===== config.mk =====
export PLATFORM = sky130hd
export DESIGN_NAME = operand_fetch
export DESIGN_NICKNAME = d
export VERILOG_FILES = /design/src/rtl/core_pkg.sv /design/src/rtl/operand_fetch_scoreboard.sv /design/src/rtl/operand_fetch.sv
export SDC_FILE = /design/constraint.sdc
export NUM_CORES = 1
export LEC_CHECK = 0
export ABC_AREA = 1
export CORE_MARGIN = 2
export CORE_UTILIZATION = 48
export CTS_CLUSTER_SIZE = 12
export DETAILED_ROUTE_END_ITERATION = 8
export PLACE_DENSITY = 0.81
export RECOVER_POWER = 25
export SYNTH_ARGS = -nofsm -noshare
export SYNTH_HDL_FRONTEND = slang
export SYNTH_SLANG_ARGS = --single-unit

===== constraint.sdc =====
create_clock -name clk -period 2.8 [get_ports clk]
set_clock_uncertainty 0.15 [all_clocks]
set_input_delay 0.42 -clock clk [delete_from_list [all_inputs] [get_ports clk]]
set_output_delay 0.42 -clock clk [all_outputs]
set_load 0.05 [all_outputs]

===== src/rtl/core_pkg.sv =====
// core_pkg: shared RV32I core widths and register-address type.
package core_pkg;
  localparam int REG_ADDR_W = 5;
  localparam int XLEN = 32;
  localparam int NUM_REGS = 32;
  typedef logic [REG_ADDR_W-1:0] reg_addr_t;
endpackage


===== src/rtl/operand_fetch_scoreboard.sv =====
// scoreboard: pending-write busy bits with set/clear/flush-clear and three lookups.
module scoreboard
  import core_pkg::*;
(
  input  logic      clk,
  input  logic      rst,
  input  logic      set_en,
  input  reg_addr_t set_addr,
  input  logic      clr_en,
  input  reg_addr_t clr_addr,
  input  logic      fl_en,
  input  reg_addr_t fl_addr,
  input  reg_addr_t look_a,
  input  reg_addr_t look_b,
  input  reg_addr_t look_c,
  output logic      busy_a,
  output logic      busy_b,
  output logic      busy_c
);
  logic [NUM_REGS-1:0] r_busy, w_set, w_clr;
  always_comb begin
    w_set = set_en ? NUM_REGS'(1) << set_addr : '0;
    w_clr = (clr_en ? NUM_REGS'(1) << clr_addr : '0) | (fl_en ? NUM_REGS'(1) << fl_addr : '0);
  end
  // set after clear: a newly issued writer outranks the retiring one; x0 stays clear
  always_ff @(posedge clk)
    r_busy <= rst ? '0 : ((r_busy & ~w_clr) | w_set) & ~NUM_REGS'(1);
  assign busy_a = r_busy[look_a];
  assign busy_b = r_busy[look_b];
  assign busy_c = r_busy[look_c];
endmodule


===== src/rtl/operand_fetch.sv =====
// operand_fetch: issue stage with writeback bypass, RAW/WAW scoreboard stall and a
// valid/ready output slot feeding Execute.
module operand_fetch
  import core_pkg::*;
#(
  parameter int UOP_W = 16,
  parameter int CNT_W = 32
) (
  input  logic             clk,
  input  logic             rst,
  input  logic             id_valid,
  output logic             id_ready,
  input  reg_addr_t        id_rs1,
  input  reg_addr_t        id_rs2,
  input  reg_addr_t        id_rd,
  input  logic             id_rd_we,
  input  logic [UOP_W-1:0] id_uop,
  output reg_addr_t        rf_ra1,
  output reg_addr_t        rf_ra2,
  input  logic [XLEN-1:0]  rf_rd1,
  input  logic [XLEN-1:0]  rf_rd2,
  input  logic             wb_we,
  input  reg_addr_t        wb_wa,
  input  logic [XLEN-1:0]  wb_wd,
  input  logic             flush,
  output logic             ex_valid,
  input  logic             ex_ready,
  output logic [XLEN-1:0]  ex_op1,
  output logic [XLEN-1:0]  ex_op2,
  output reg_addr_t        ex_rd,
  output logic             ex_rd_we,
  output logic [UOP_W-1:0] ex_uop,
  output logic [CNT_W-1:0] stall_cnt
);
  typedef struct packed {
    logic [UOP_W-1:0] uop;
    reg_addr_t        rd;
    logic             rd_we;
  } issue_t;
  logic             r_valid;
  logic [XLEN-1:0]  r_op1, r_op2;
  issue_t           r_iss;
  logic [CNT_W-1:0] r_cnt;
  logic             w_hit1, w_hit2, w_hitd, w_b1, w_b2, w_bd, w_hazard, w_fire;
  logic [XLEN-1:0]  w_op1, w_op2;
  scoreboard u_sb (
    .clk      (clk),
    .rst      (rst),
    .set_en   (w_fire && id_rd_we && id_rd != '0),
    .set_addr (id_rd),
    .clr_en   (wb_we),
    .clr_addr (wb_wa),
    .fl_en    (flush && r_valid && r_iss.rd_we),
    .fl_addr  (r_iss.rd),
    .look_a   (id_rs1),
    .look_b   (id_rs2),
    .look_c   (id_rd),
    .busy_a   (w_b1),
    .busy_b   (w_b2),
    .busy_c   (w_bd)
  );
  // a register being written back this cycle is no longer a hazard
  always_comb begin
    w_hit1   = wb_we && wb_wa == id_rs1;
    w_hit2   = wb_we && wb_wa == id_rs2;
    w_hitd   = wb_we && wb_wa == id_rd;
    w_op1    = id_rs1 == '0 ? '0 : w_hit1 ? wb_wd : rf_rd1;
    w_op2    = id_rs2 == '0 ? '0 : w_hit2 ? wb_wd : rf_rd2;
    w_hazard = (id_rs1 != '0 && w_b1 && !w_hit1) ||
               (id_rs2 != '0 && w_b2 && !w_hit2) ||
               (id_rd_we && id_rd != '0 && w_bd && !w_hitd);
    id_ready = !flush && !w_hazard && (!r_valid || ex_ready);
    w_fire   = id_valid && id_ready;
  end
  always_ff @(posedge clk) begin
    if (rst) begin
      r_valid <= 1'b0;
      r_op1   <= '0;
      r_op2   <= '0;
      r_iss   <= '0;
    end else if (flush) begin
      r_valid <= 1'b0;
    end else if (w_fire) begin
      r_valid <= 1'b1;
      r_op1   <= w_op1;
      r_op2   <= w_op2;
      r_iss   <= '{uop: id_uop, rd: id_rd, rd_we: id_rd_we};
    end else if (ex_ready) begin
      r_valid <= 1'b0;
    end
  end
  always_ff @(posedge clk)
    if (rst) r_cnt <= '0;
    else if (id_valid && w_hazard && !flush && r_cnt != '1) r_cnt <= r_cnt + 1'b1;
  assign rf_ra1    = id_rs1;
  assign rf_ra2    = id_rs2;
  assign ex_valid  = r_valid;
  assign ex_op1    = r_op1;
  assign ex_op2    = r_op2;
  assign ex_rd     = r_iss.rd;
  assign ex_rd_we  = r_iss.rd_we;
  assign ex_uop    = r_iss.uop;
  assign stall_cnt = r_cnt;
endmodule


---- After elaboration in Yosys (flattened, before gate mapping) ----
Cells that the tools add are included.
Widths: inputs -> output; s select.
storage, ports and cells
  flip-flop bits (word level) ............. 150
  input bits .............................. 139
  output and inout port bits .............. 130
  logic and storage cells ................. 76
operators by class
  add/sub/neg operators ................... 1
  $lt $le $gt $ge ......................... 3
  equal/unequal tests ..................... 4
  shifts and indexed selects .............. 3
  mux-type cells .......................... 15
  bitwise logic cells ..................... 5
  reduce and logical (&&, ||, !) cells .... 37
operator list
  cell                   count
  $mux 32                7
  $shl 1x5->32 const A   3
  $or 32x32->32          2
  $add 32x1->32 const B  1
  $and 32x32->32         1
  $ne 32x32->1 const B   1
  $not 32->32            1
  $logic_and 1x1->1      20
  $lt 5x6->1 const B     3
  $bmux 1 s5             3
  $eq 5x5->1             3
  $reduce_bool 5->1      3
  $logic_not 5->1        2
  $logic_not 1->1        6
  $mux 1                 5
  $logic_or 1x1->1       3
  $reduce_and 2->1       1
  $reduce_bool 2->1      1
  $reduce_or 2->1        1
  $not 1->1              1

---- Longest topological paths before layout ----
  depth in word-level cells ............... 14
  gate-level depth with buffers ........... 17
  mapped depth without buffers ............ 14

---- Hierarchy ----
Synthesis repeated with hierarchy kept, for this count alone.
unflattened totals
  cell total of the unflattened synthesis .. 1,789
  area total of the unflattened synthesis .. 10,279.9 um^2
modules (own cells, without submodules)
  module         instances  cells each  area each (um^2)  sequential area each (um^2)
  operand_fetch  1          1,272       7,538.5           2,382.3
  scoreboard     1          517         2,741.4           620.6

---- Least setup slack after synthesis ----
No wires, ideal clock.
  kind .................................... register -> register
  start ................................... register r_cnt[1] (netlist: stall_cnt[1])
  end ..................................... register r_cnt[15] (netlist: stall_cnt[15])
  library setup time ...................... 132 ps
  arrival time ............................ 2,335 ps
  data required time ...................... 2,518 ps
  slack ................................... 183 ps
  cell stages (with the launch flop) ...... 13
  buffers on the path ..................... 2
  clock period less this slack ............ 2,617 ps
  cell sequence ........................... dfxtp_1 ha_1 nand2_1 nor3_1 nand4_1 o211ai_1 inv_1 nand2_2 inv_2 buf_4 buf_4 nand2_1 a21oi_1
on the way
  word-level cells in the longest chain between the ends .. 2
  elaborated cells on any way between the ends .. 3
  those cells by class .................... add/sub: 1; eq/ne: 1; reduce/logical: 1
RTL lines
  item                                                   line                 RTL
  start: declaration                                     operand_fetch.sv:43  logic [CNT_W-1:0] r_cnt;
  start signal: assignment                               operand_fetch.sv:94  else if (id_valid && w_hazard && !flush && r_cnt != '1) r_cnt <= r_cnt + 1'b1;
  branches (longest 2 deep; another with $add 32x1->32)  n/a
Parallel ways; which one is timed is not known.
A chain may end at the register's enable or synchronous reset.

---- Final worst setup path ----
  start ................................... input port id_rd[2]
  end ..................................... output port id_ready
on the way
  word-level cells in the longest chain between the ends .. 8
  elaborated cells on any way between the ends .. 13
  those cells by class .................... eq/ne: 1; mux: 2; reduce/logical: 10
RTL lines
  item                                                         line                            RTL
  start: declaration                                           operand_fetch.sv:15             input reg_addr_t id_rd,
  $bmux 1 s5 (tied with other cells)                           operand_fetch_scoreboard.sv:30  assign busy_c = r_busy[look_c];
  $mux 1 (implied by the code) (tied with other cells)         operand_fetch_scoreboard.sv:30
  $logic_and 1x1->1 / $logic_not 1->1 (equally long branches)  operand_fetch.sv:71             (id_rd_we && id_rd != '0 && w_bd && !w_hitd);
  $logic_and 1x1->1 *                                          operand_fetch.sv:71
  $logic_or 1x1->1 *                                           operand_fetch.sv:70             (id_rs2 != '0 && w_b2 && !w_hit2) ||
  $logic_not 1->1 *                                            operand_fetch.sv:72             id_ready = !flush && !w_hazard && (!r_valid || ex_ready);
  $logic_and 1x1->1 * (2 in a row)                             operand_fetch.sv:72
  end: declaration                                             operand_fetch.sv:12             output logic id_ready,
Every way passes the cells marked *; elsewhere a longest branch is shown, timed or not. The select of a mux whose other input is x is not followed.

==> impl_metrics.json <==
{
  "status": "complete, no violations",
  "synth_area_leaders": "dfxtp_1 (33%), nand2_1 (18%), nor2_1 (10%)",
  "critical_path.max_fanout": 7,
  "hp-class": "register to register",
  "grt_antenna_before_repair": 0,
  "cts_sinks": 150,
  "p_seq_share_pct": 39.0,
  "finalNonFillerCells": 2013,
  "finalMaxSlewViolations": 0,
  "globalRouteOverflowTotal": 0,
  "drive_gt1_share_pct": 9.75,
  "pwr-share-comb_pct": 23.6,
  "grt_pass1_vias": 10200,
  "switching_share_pct": 32.2,
  "viasPerCell": 5.61,
  "numCtsBuffers": 17,
  "place_area_um2": 12400,
  "num_rows": 49,
  "synth_flop_cell": "dfxtp_1",
  "finalHoldViolations": 0,
  "io_pins": 269,
  "syn_inst": 1473,
  "vias": 11300,
  "cp_num_buf_inv": 4,
  "relSlewSlack_pct": 42.2,
  "synth_edf_count": 0,
  "die_area_um2": 19800,
  "drcViolationCount": 0,
  "yosysMostFrequentCell": "nand2_1",
  "syn_to_final_growth_pct": 46.2,
  "routed_wl_um": 35900,
  "cap_viol_max_count": 0,
  "ys_async_sr_fraction_pct": 0,
  "synth_top_area_share_pct": 33.5,
  "routabilityCongestion": 1.06,
  "crit_required_ns": 2.23,
  "ant_nets": 0,
  "synth-seq-cells": 150,
  "drt_iter0_markers": 1144,
  "setup_ws_ns": 0.0467,
  "finalSetupViolations": 0,
  "power.switching_mw": 1.86,
  "grt_max_degree": 80,
  "internal-power_mw": 3.91,
  "post_drt_wl_per_cell_um": 17.8,
  "dr.pass1.iters": 5,
  "syn_avg_cell_area_um2": 6.09,
  "max_freq_ghz": 0.363,
  "finalCritPeriodShare_pct": 98.3,
  "crit_path_start_kind": "input pin",
  "critPathArrivalTime_ns": 2.18,
  "tightest_slew_ns": 0.867,
  "max_stage_delay_ns": 0.55,
  "portBuffers": 268,
  "die_w_um": 141,
  "insertion_delay_ns": 0.43,
  "h-tree-depth": 4,
  "path_cells": "clkdlybuf4s50_1 > inv_1 > a21oi_1 > nand3_1 > nand3_1 > nand3_2 > nand3_2 > nand3_4 > nor2_4 > buf_12 > buf_12",
  "grtUsageTotal_pct": 34.6,
  "p_leak_nw": 5.34,
  "seq_area_frac_synth_pct": 33.5,
  "timing_worst_setup_path_type": "input pin to output port",
  "synth_largest_area_cell": "dfxtp_1",
  "syn_area_um2": 8970,
  "yosysUniqueCellTypes": 33,
  "multi_input_area_um2": 5180,
  "cts_tree": "built",
  "postLayoutCellArea_um2": 13100,
  "syn_nets": 1613,
  "dp_slack_ns": -0.260,
  "clock_power_share_pct": 37.4,
  "dp.final_hpwl_um": 26400,
  "core_um2": 18100,
  "vdd_drop_max_mv": 0.472,
  "initial_utilization_pct": 49.4,
  "cts_root_buf": "clkbuf_16",
  "ff_latch_area_um2": 3000,
  "cts_hold_buf": 0,
  "grt_pass1_wl_um": 54500,
  "fillers": 1579,
  "nets": 1911,
  "slowest_stage": "clkdlybuf4s50_1",
  "clkTransAtPathRegs_ns": 0.07,
  "period_needed_ns": 2.75,
  "tns_ns": 0,
  "p_total_mw": 5.76,
  "die_y_um": 141,
  "clk_path_buf_depth": 2,
  "path_delay_family": "buffers and inverters",
  "antenna_cells": 0,
  "powerDensity_nw_per_um2": 439,
  "placed_cells": 1974,
  "yosys_warnings": 0,
  "crit_path_end_kind": "output port",
  "ys_top_cells_by_count": "nand2_1 (424), nor2_1 (249), a21oi_1 (150), dfxtp_1 (150), inv_1 (81)"
}
tightest hold or removal path: cells and delay by family (launching register included):
family          cells  cell delay (ns)
simple gates        1             0.06
compound gates      1             0.05
flops               1             0.31
placed cells by master, fill, tap and decap left out, types with 6 or more instances in the layout:
master           Yosys  final
nand2_1            424    422
nor2_1             249    246
clkdlybuf4s50_1      0    184
dfxtp_1            150    150
a21oi_1            150    149
buf_4               20     84
inv_1               81     79
o21ai_0             69     68
nand3_1             71     67
dlygate4sd3_1        0     60
nand4_1             42     42
nor3_1              25     24
xor2_1              22     22
buf_12               0     19
clkbuf_16            0     18
nor4_1              14     14
o21ai_1             12     13
inv_2                9     12
a22oi_1             12     12
o211ai_1            11     11
clkbuf_1            37      9
inv_6                0      7
dlygate4sd2_1        0      7
buf_6                1      7
xnor2_1              6      6
state kept, by name, summed over array words and instances, names as in the netlist:
signal,count
ex_uop,16
stall_cnt,32
ex_rd_we,1
ex_op1,32
u_sb.r_busy,31
ex_op2,32
ex_rd,5
ex_valid,1
path summary, 6_finish.rpt:
| path | start | end | slack, ns | cells past startpoint |
|---|---|---|---|---|
| max | id_rd[2] | id_ready | 0.05 | 11 |
| min reg2reg | ex_op2[3] | ex_op2[3] | 0.31 | 2 |
| min | ex_op2[3] | ex_op2[3] | 0.31 | 2 |
| max reg2reg | u_sb.r_busy[2] | stall_cnt[5] | 0.31 | 16 |
area by class of cell:
| cell class | instances | share of cell area [%] |
|---|---|---|
| timing repair buffer | 378 | 28.5 |
| inverter | 95 | 2.76 |
| tap | 229 | 2.19 |
| clock buffer | 18 | 3.27 |
| clock inverter | 14 | 0.887 |
| multi-input combinational | 1129 | 39.5 |
| sequential | 150 | 22.9 |
stage by stage:
| step | hold slack (ns) | util [%] |
|---|---|---|
| 5_1_grt | 0.333 | 72.3 |
| 3_3_place_gp | 0.299 | 68.5 |
| 3_5_place_dp | 0.305 | 68.5 |
| 2_1_floorplan | 0.294 | - |
| 6_report | 0.313 | 72.3 |
| 4_1_cts | 0.315 | 71.8 |
cell families after synthesis:
group	count (synthesis)	share of synthesized area (%)
AND/OR/NAND/NOR	833	38.2
flip-flops	150	33.5
adder cells (fa/ha/maj)	1	0.139
XOR/XNOR	28	2.73
AO/OA/AOI/OAI	267	16.0
buffers and inverters	194	9.44
power by group through the flow:
stage / sequential (mW) / combinational [mW] / clock [mW]
6_report: 2.25 / 1.36 / 2.16
3_3_place_gp: 2.29 / 1.32 / 0
3_5_place_dp: 2.30 / 1.33 / 0
5_1_grt: 2.25 / 1.44 / 2.28
4_1_cts: 2.25 / 1.35 / 2.18
2_1_floorplan: 2.53 / 0.492 / 0
routing by layer:
layer,global-route usage [%],routed length (µm)
met2,57.3,16700
met4,14.0,1340
met1,44.2,14500
met3,7.34,3410
met5,0,0
timing repair:
item,CTS,global route
gates cloned,1,1
setup buffers,2,3
gates resized for setup,17,26
setup endpoints to repair,1,10
pin swaps,1,7
No activity file was read; power rests on OpenSTA's default activity.
